### src/rtl/sincos_pkg.sv
// sincos_pkg: shared constants, CORDIC arctangent table and FSM state type for sincos_calculator
package sincos_pkg;
  localparam logic signed [31:0] PI_Q16 = 32'sh0003243F;
  localparam logic signed [31:0] HALF_PI_Q16 = 32'sh00019220;
  localparam logic signed [31:0] CORDIC_K_Q16 = 32'sh00009B75;
  localparam logic [15:0] ATAN_Q16 [0:15] = '{
    16'hC910, 16'h76B2, 16'h3EB7, 16'h1FD6, 16'h0FFB, 16'h07FF, 16'h0400, 16'h0200,
    16'h0100, 16'h0080, 16'h0040, 16'h0020, 16'h0010, 16'h0008, 16'h0004, 16'h0002
  };
  typedef enum logic [1:0] {IDLE, PREP, ITER, DONE} state_t;
endpackage

### src/rtl/sincos_if.sv
// sincos_if: valid/ready angle-in, cos/sin-out bus of sincos_calculator
interface sincos_if;
  logic in_valid, in_ready, out_valid, out_ready, clamped_o;
  logic [31:0] theta, cos_o, sin_o;
  modport master(output in_valid, theta, out_ready, input in_ready, out_valid, cos_o, sin_o, clamped_o);
  modport slave(input in_valid, theta, out_ready, output in_ready, out_valid, cos_o, sin_o, clamped_o);
endinterface

### src/rtl/cordic_rot_stage.sv
// cordic_rot_stage: one combinational rotation-mode CORDIC micro-step, d=1 rotates by +atan(2^-i)
module cordic_rot_stage
  import sincos_pkg::*;
#(
  parameter int W = 34,
  parameter int GUARD_W = 2
) (
  input  logic signed [W-1:0] x,
  input  logic signed [W-1:0] y,
  input  logic signed [W-1:0] z,
  input  logic [3:0]          i,
  input  logic                d,
  output logic signed [W-1:0] x_n,
  output logic signed [W-1:0] y_n,
  output logic signed [W-1:0] z_n
);
  logic signed [W-1:0] atan;
  assign atan = W'(ATAN_Q16[i]) << GUARD_W;
  assign x_n = d ? x - (y >>> i) : x + (y >>> i);
  assign y_n = d ? y + (x >>> i) : y - (x >>> i);
  assign z_n = d ? z - atan : z + atan;
endmodule

### src/rtl/sincos_calculator.sv
// sincos_calculator: iterative CORDIC cos/sin of a Q16.16 angle; SINCOS_RANGE_CHK_EN enables input clamping to [-PI, PI]
module sincos_calculator
  import sincos_pkg::*;
#(
  parameter int ITER = 16,
  parameter int GUARD_W = 2
) (
  input logic clk,
  input logic rst,
  sincos_if.slave bus
);
  localparam int W = 32 + GUARD_W;
  localparam logic signed [W:0] RND = (W+1)'(1) <<< (GUARD_W - 1);
  localparam logic signed [W:0] SMAX = (W+1)'(32'sh7FFFFFFF);
  localparam logic signed [W:0] SMIN = ~SMAX;
  state_t state, state_n;
  logic signed [31:0] theta_r, theta_in, z_fold;
  logic signed [W-1:0] x, y, z, x_s, y_s, z_s;
  logic [3:0] i;
  logic neg, neg_fold, out_valid_r, last;
  logic [31:0] cos_r, sin_r;

  function automatic logic [31:0] round_sat(input logic signed [W-1:0] v, input logic n);
    logic signed [W:0] e, s;
    e = n ? -{v[W-1], v} : {v[W-1], v};
    s = (e + RND) >>> GUARD_W;
    return s > SMAX ? 32'h7FFFFFFF : s < SMIN ? 32'h80000000 : s[31:0];
  endfunction

  assign last = i == 4'(ITER - 1);
  assign neg_fold = theta_r > HALF_PI_Q16 || theta_r < -HALF_PI_Q16;
  assign z_fold = theta_r > HALF_PI_Q16 ? theta_r - PI_Q16 :
                  theta_r < -HALF_PI_Q16 ? theta_r + PI_Q16 : theta_r;
  assign bus.in_ready = state == IDLE && !rst;
  assign bus.out_valid = out_valid_r;
  assign bus.cos_o = cos_r;
  assign bus.sin_o = sin_r;

  cordic_rot_stage #(.W(W), .GUARD_W(GUARD_W)) u_stage (
    .x(x), .y(y), .z(z), .i(i), .d(~z[W-1]),
    .x_n(x_s), .y_n(y_s), .z_n(z_s)
  );

`ifdef SINCOS_RANGE_CHK_EN
  logic over, clamp_r, clamp_q;
  assign over = $signed(bus.theta) > PI_Q16 || $signed(bus.theta) < -PI_Q16;
  assign theta_in = $signed(bus.theta) > PI_Q16 ? PI_Q16 :
                    $signed(bus.theta) < -PI_Q16 ? -PI_Q16 : $signed(bus.theta);
  assign bus.clamped_o = clamp_q;
  // clamp flag travels with the job and is published together with the result
  always_ff @(posedge clk or posedge rst)
    if (rst) begin
      clamp_r <= 1'b0;
      clamp_q <= 1'b0;
    end else begin
      if (state == IDLE && bus.in_valid) clamp_r <= over;
      if (state == DONE && !out_valid_r) clamp_q <= clamp_r;
    end
`else
  assign theta_in = $signed(bus.theta);
  assign bus.clamped_o = 1'b0;
`endif

  // state register
  always_ff @(posedge clk or posedge rst)
    if (rst) state <= IDLE;
    else state <= state_n;

  // next state; DONE waits for the registered result to be taken
  always_comb begin
    state_n = state;
    unique case (state)
      IDLE: state_n = bus.in_valid ? PREP : IDLE;
      PREP: state_n = sincos_pkg::ITER;
      sincos_pkg::ITER: state_n = last ? DONE : sincos_pkg::ITER;
      DONE: state_n = out_valid_r && bus.out_ready ? IDLE : DONE;
    endcase
  end

  // datapath: latch angle, fold to [-PI/2, PI/2], rotate, then register rounded result on DONE entry
  always_ff @(posedge clk or posedge rst)
    if (rst) begin
      theta_r <= '0;
      x <= '0;
      y <= '0;
      z <= '0;
      i <= '0;
      neg <= 1'b0;
      out_valid_r <= 1'b0;
      cos_r <= '0;
      sin_r <= '0;
    end else begin
      if (state == IDLE && bus.in_valid) theta_r <= theta_in;
      if (state == PREP) begin
        x <= W'(CORDIC_K_Q16) <<< GUARD_W;
        y <= '0;
        z <= {z_fold, {GUARD_W{1'b0}}};
        i <= '0;
        neg <= neg_fold;
      end
      if (state == sincos_pkg::ITER) begin
        x <= x_s;
        y <= y_s;
        z <= z_s;
        i <= i + 4'd1;
      end
      if (state == DONE && !out_valid_r) begin
        out_valid_r <= 1'b1;
        cos_r <= round_sat(x, neg);
        sin_r <= round_sat(y, neg);
      end else if (out_valid_r && bus.out_ready) out_valid_r <= 1'b0;
    end
endmodule

### src/flat_wrapper.sv
// flat-port wrapper written by rule: the top's interface ports become plain ports
module sincos_calculator_flat import sincos_pkg::*;
#(
  parameter int ITER = 16,
  parameter int GUARD_W = 2
)
  (clk, rst, bus_in_valid, bus_theta, bus_out_ready, bus_in_ready, bus_out_valid, bus_cos_o, bus_sin_o, bus_clamped_o);
  sincos_if bus_i ();
  input logic clk;
  input logic rst;
  input wire logic [$bits(bus_i.in_valid)-1:0] bus_in_valid;
  input wire logic [$bits(bus_i.theta)-1:0] bus_theta;
  input wire logic [$bits(bus_i.out_ready)-1:0] bus_out_ready;
  output wire logic [$bits(bus_i.in_ready)-1:0] bus_in_ready;
  output wire logic [$bits(bus_i.out_valid)-1:0] bus_out_valid;
  output wire logic [$bits(bus_i.cos_o)-1:0] bus_cos_o;
  output wire logic [$bits(bus_i.sin_o)-1:0] bus_sin_o;
  output wire logic [$bits(bus_i.clamped_o)-1:0] bus_clamped_o;
  assign bus_i.in_valid = bus_in_valid;
  assign bus_i.theta = bus_theta;
  assign bus_i.out_ready = bus_out_ready;
  assign bus_in_ready = bus_i.in_ready;
  assign bus_out_valid = bus_i.out_valid;
  assign bus_cos_o = bus_i.cos_o;
  assign bus_sin_o = bus_i.sin_o;
  assign bus_clamped_o = bus_i.clamped_o;
  sincos_calculator #(.ITER(ITER), .GUARD_W(GUARD_W)) u_core (.clk(clk), .rst(rst), .bus(bus_i));
endmodule
### config.mk
export PLATFORM = sky130hd
export DESIGN_NAME = sincos_calculator_flat
export DESIGN_NICKNAME = d
export VERILOG_FILES = /design/src/rtl/sincos_pkg.sv /design/src/rtl/sincos_if.sv /design/src/rtl/cordic_rot_stage.sv /design/src/rtl/sincos_calculator.sv /design/src/flat_wrapper.sv
export SDC_FILE = /design/constraint.sdc
export NUM_CORES = 1
export LEC_CHECK = 0
export BUFFER_PORTS_ARGS = -buffer_cell sky130_fd_sc_hd__buf_2
export CAP_MARGIN = 40
export CELL_PAD_IN_SITES_DETAIL_PLACEMENT = 1
export CELL_PAD_IN_SITES_GLOBAL_PLACEMENT = 1
export CORE_UTILIZATION = 52
export DETAILED_ROUTE_END_ITERATION = 6
export GPL_TIMING_DRIVEN = 1
export MAX_ROUTING_LAYER = met4
export PLACE_DENSITY = 0.86
export SYNTH_ARGS = -nofsm -noshare
export SYNTH_HDL_FRONTEND = slang
export SYNTH_SLANG_ARGS = --single-unit
### constraint.sdc
create_clock -name clk -period 10.2 [get_ports clk]
set_input_delay 1.02 -clock clk [delete_from_list [all_inputs] [get_ports clk]]
set_output_delay 1.02 -clock clk [all_outputs]
set_load 0.05 [all_outputs]
==> impl_metrics.toml <==
[worst_setup_path]
crit_fanout = 64
crit_type = "register to register"
ff2ff_setup_slack_ns = 2.47
path_delay_family = "compound AO/OA/AOI/OAI gates"
path_cells = "buf_4 > nor2_1 > a221o_1 > o32ai_1 > a32oi_1 > nor2b_1 > and3_1 > a21oi_1 > xor2_1 > ha_1 > nand2_1 > nor3_1 > a21bo_2 > a21oi_1 > a311oi_1 > o41ai_1 > nand2_1 > o311ai_0 > o2111ai_1 > a21o_1 > a32o_1"
cp_slowest_cell = "dfrtp_4"
critPathRequiredTime_ns = 10.66
crit_buf_inv = 1
start_kind = "register"
r2r_start = "u_core.i[1]$_DFFE_PP0P_"
cp.arrival_ns = 8.19
reg2regPathDepth = 21
cpPeakStageDelay_ns = 1.01
r2r_end = "u_core.y[32]$_DFFE_PP0P_"
end_kind = "register"

[timing]
period_needed_ns = 7.726
setup_tns_ns = 0
max_freq_ghz = 0.1294
finalHoldViolations = 0
slew_violations = 0
tightest_slew_ns = 0.9307
slew_headroom_pct = 37.95
finalClockSkew_ns = 0.01995
grt_setup_unrepaired = "false"
fin_crit_sh_pct = 75.74
holdWs_ns = 0.4706
finalSetupViolations = 0

[clocking]
clock_path_buffers = 3
cts.sinks = 204
insertion_delay_ns = 0.59
cts.clk_slew.worst_paths_ns = 0.06
post_cts_buffers = 0
numCtsBuffers = 27
cts_htree_levels = 1
hold_buffers = 0
cts-root-buf = "clkbuf_16"
post_cts_resized = 0
cts_tree = "done"

[cells_and_area]
layout-drive-gt1-share_pct = 12.87
syn2layout_area_growth_pct = 7.352
final_cell_mix = "nand2_1 (296), nor2_1 (254), a21oi_1 (244)"
final_common_cell = "nand2_1"
final_nets = 3082
fillers = 5443

[drt]
vias = 23730
drt_pass1_iterations = 6
route.detailed.drc = 0
routed_wl_um = 86550
drt_iter0_markers = 2142
viasPerCell = 6.710
avgRoutedWirePerCell_um = 24.47
ant_nets = 0

[run]
maxCapViolations = 0

[floorplanning]
dieArea_sq_mm = 0.04615
start_util_pct = 53.04
row_count = 77
pin_count = 103
core_area_sq_mm = 0.04441
die_h_um = 214.8
die_w_um = 214.8

[synth]
async_reset_ff_share_pct = 100.0
synth_warnings = 0
yosysSeqAreaShare_pct = 21.67
syn_nets = 3127
synthTopCellsByArea = "dfrtp_1 (22%), xnor2_1 (7.5%), ha_1 (6.4%)"
syn_inst = 2968
synth_top_area_share_pct = 21.67
synth-seq-cells = 204
synthesis.area_sq_mm = 0.02356
synth_top_area_cell = "dfrtp_1"
synth_flop_cell = "dfrtp_1"
synth.avg_cell_area_sq_um = 7.936
synth-edff-count = 0
netlist-cell-type-count = 93

[grt]
grt_pass1_vias = 24480
grt_use_total_pct = 38.18
grt_pass1_wl_um = 138100
antenna_found_initial = 1
grt_overflow = 0
grt_max_degree = 96

[placement]
place_congestion = 1.017
dp_hpwl_um = 63960
portBuffers = 101

[status]
status = "completed"

[min_path]
hold_class = "register to register"
hold_path_depth = 2
min-delay-start = "u_core.bus.cos_o[3]$_DFFE_PP0P_"
holdPathEnd = "u_core.bus.cos_o[3]$_DFFE_PP0P_"
[synthesized netlist by cell type, types with 43 or more instances]
| master | count |
|---|---|
| mux4_2 | 61 |
| nand3_1 | 73 |
| nor3_1 | 68 |
| mux2_2 | 68 |
| mux2i_1 | 80 |
| dfrtp_1 | 204 |
| inv_1 | 108 |
| ha_1 | 120 |
| xnor2_1 | 203 |
| o22ai_1 | 46 |
| a31oi_1 | 43 |
| clkbuf_1 | 157 |
| nor2_1 | 254 |
| o21ai_0 | 179 |
| nand2_1 | 298 |
| xor2_1 | 105 |
| a21oi_1 | 244 |
[registers in the layout, indices dropped and copies added, names as in the netlist]
| name | flops |
|---|---|
| u_core.i | 4 |
| u_core.theta_r | 32 |
| u_core.bus.sin_o | 32 |
| u_core.bus.out_valid | 1 |
| u_core.x | 34 |
| u_core.y | 34 |
| u_core.z | 32 |
| u_core.neg | 1 |
| u_core.state | 2 |
| u_core.bus.cos_o | 32 |
[worst max path at each step]
stage / depth (start not counted) / from / endpoint / slack, ns
after floorplan: 1 / rst / u_core.bus.cos_o[0]$_DFFE_PP0P_ / 3.61
after CTS: 21 / u_core.i[1]$_DFFE_PP0P_ / u_core.y[32]$_DFFE_PP0P_ / 2.63
after global routing: 21 / u_core.i[1]$_DFFE_PP0P_ / u_core.y[32]$_DFFE_PP0P_ / 2.09
final: 21 / u_core.i[1]$_DFFE_PP0P_ / u_core.y[32]$_DFFE_PP0P_ / 2.47
after detailed placement: 21 / u_core.i[1]$_DFFE_PP0P_ / u_core.y[32]$_DFFE_PP0P_ / 2.64
after global placement: 20 / u_core.i[1]$_DFFE_PP0P_ / u_core.x[30]$_DFFE_PP0P_ / 2.90
[tightest hold or removal path, cell delays in order (launching register included)]
cell and delay, ns:
dfrtp_1 0.33, nand2_1 0.05, nand2_1 0.05
[area by class of cell]
class / count / area, sq um / share of cell area (%)
diodes: 1 / 2.502 / 0.009896
clock buffers: 39 / 810.8 / 3.206
clock inverters: 11 / 166.4 / 0.6581
inverters: 113 / 431.7 / 1.707
multi-input cells: 2441 / 17210 / 68.08
flip-flops and latches: 204 / 5120 / 20.25
well taps: 592 / 740.7 / 2.929
repair buffers: 136 / 800.8 / 3.167
[metrics by stage]
step                      util (%)  setup slack, ns  instances  instance area, sq um
final                        56.93            2.474       3537                 25290
after global routing         56.93            2.094       3537                 25290
after CTS                    56.93            2.627       3536                 25280
after detailed placement     54.73            2.636       3486                 24310
after global placement       54.60            2.899       3483                 24250
after floorplan                  -            3.613       2968                 23560
[per-layer routing]
| layer | vias to the layer above | global-route usage [%] | part of all wire [%] |
|---|---|---|---|
| met5 | - | - | 0 |
| met2 | 923 | 59.83 | 46 |
| li1 | 10730 | - | - |
| met4 | 0 | 12.55 | 3.2 |
| met1 | 11870 | 48.84 | 43 |
| met3 | 213 | 8.153 | 8.6 |
[logic make-up after synthesis]
family                   after synthesis  share of synthesized area (%)
AO/OA/AOI/OAI                        853                          23.20
XOR/XNOR                             308                          11.45
adder cells (fa/ha/maj)              126                          6.757
buffers and inverters                323                          5.397
flip-flops                           204                          21.67
multiplexers                         209                          12.48
other                                  1                        0.01592
AND/OR/NAND/NOR                      944                          19.02
Power is not shown: default switching activity piles up to over one toggle a cycle in this logic, so the estimate is an artifact.
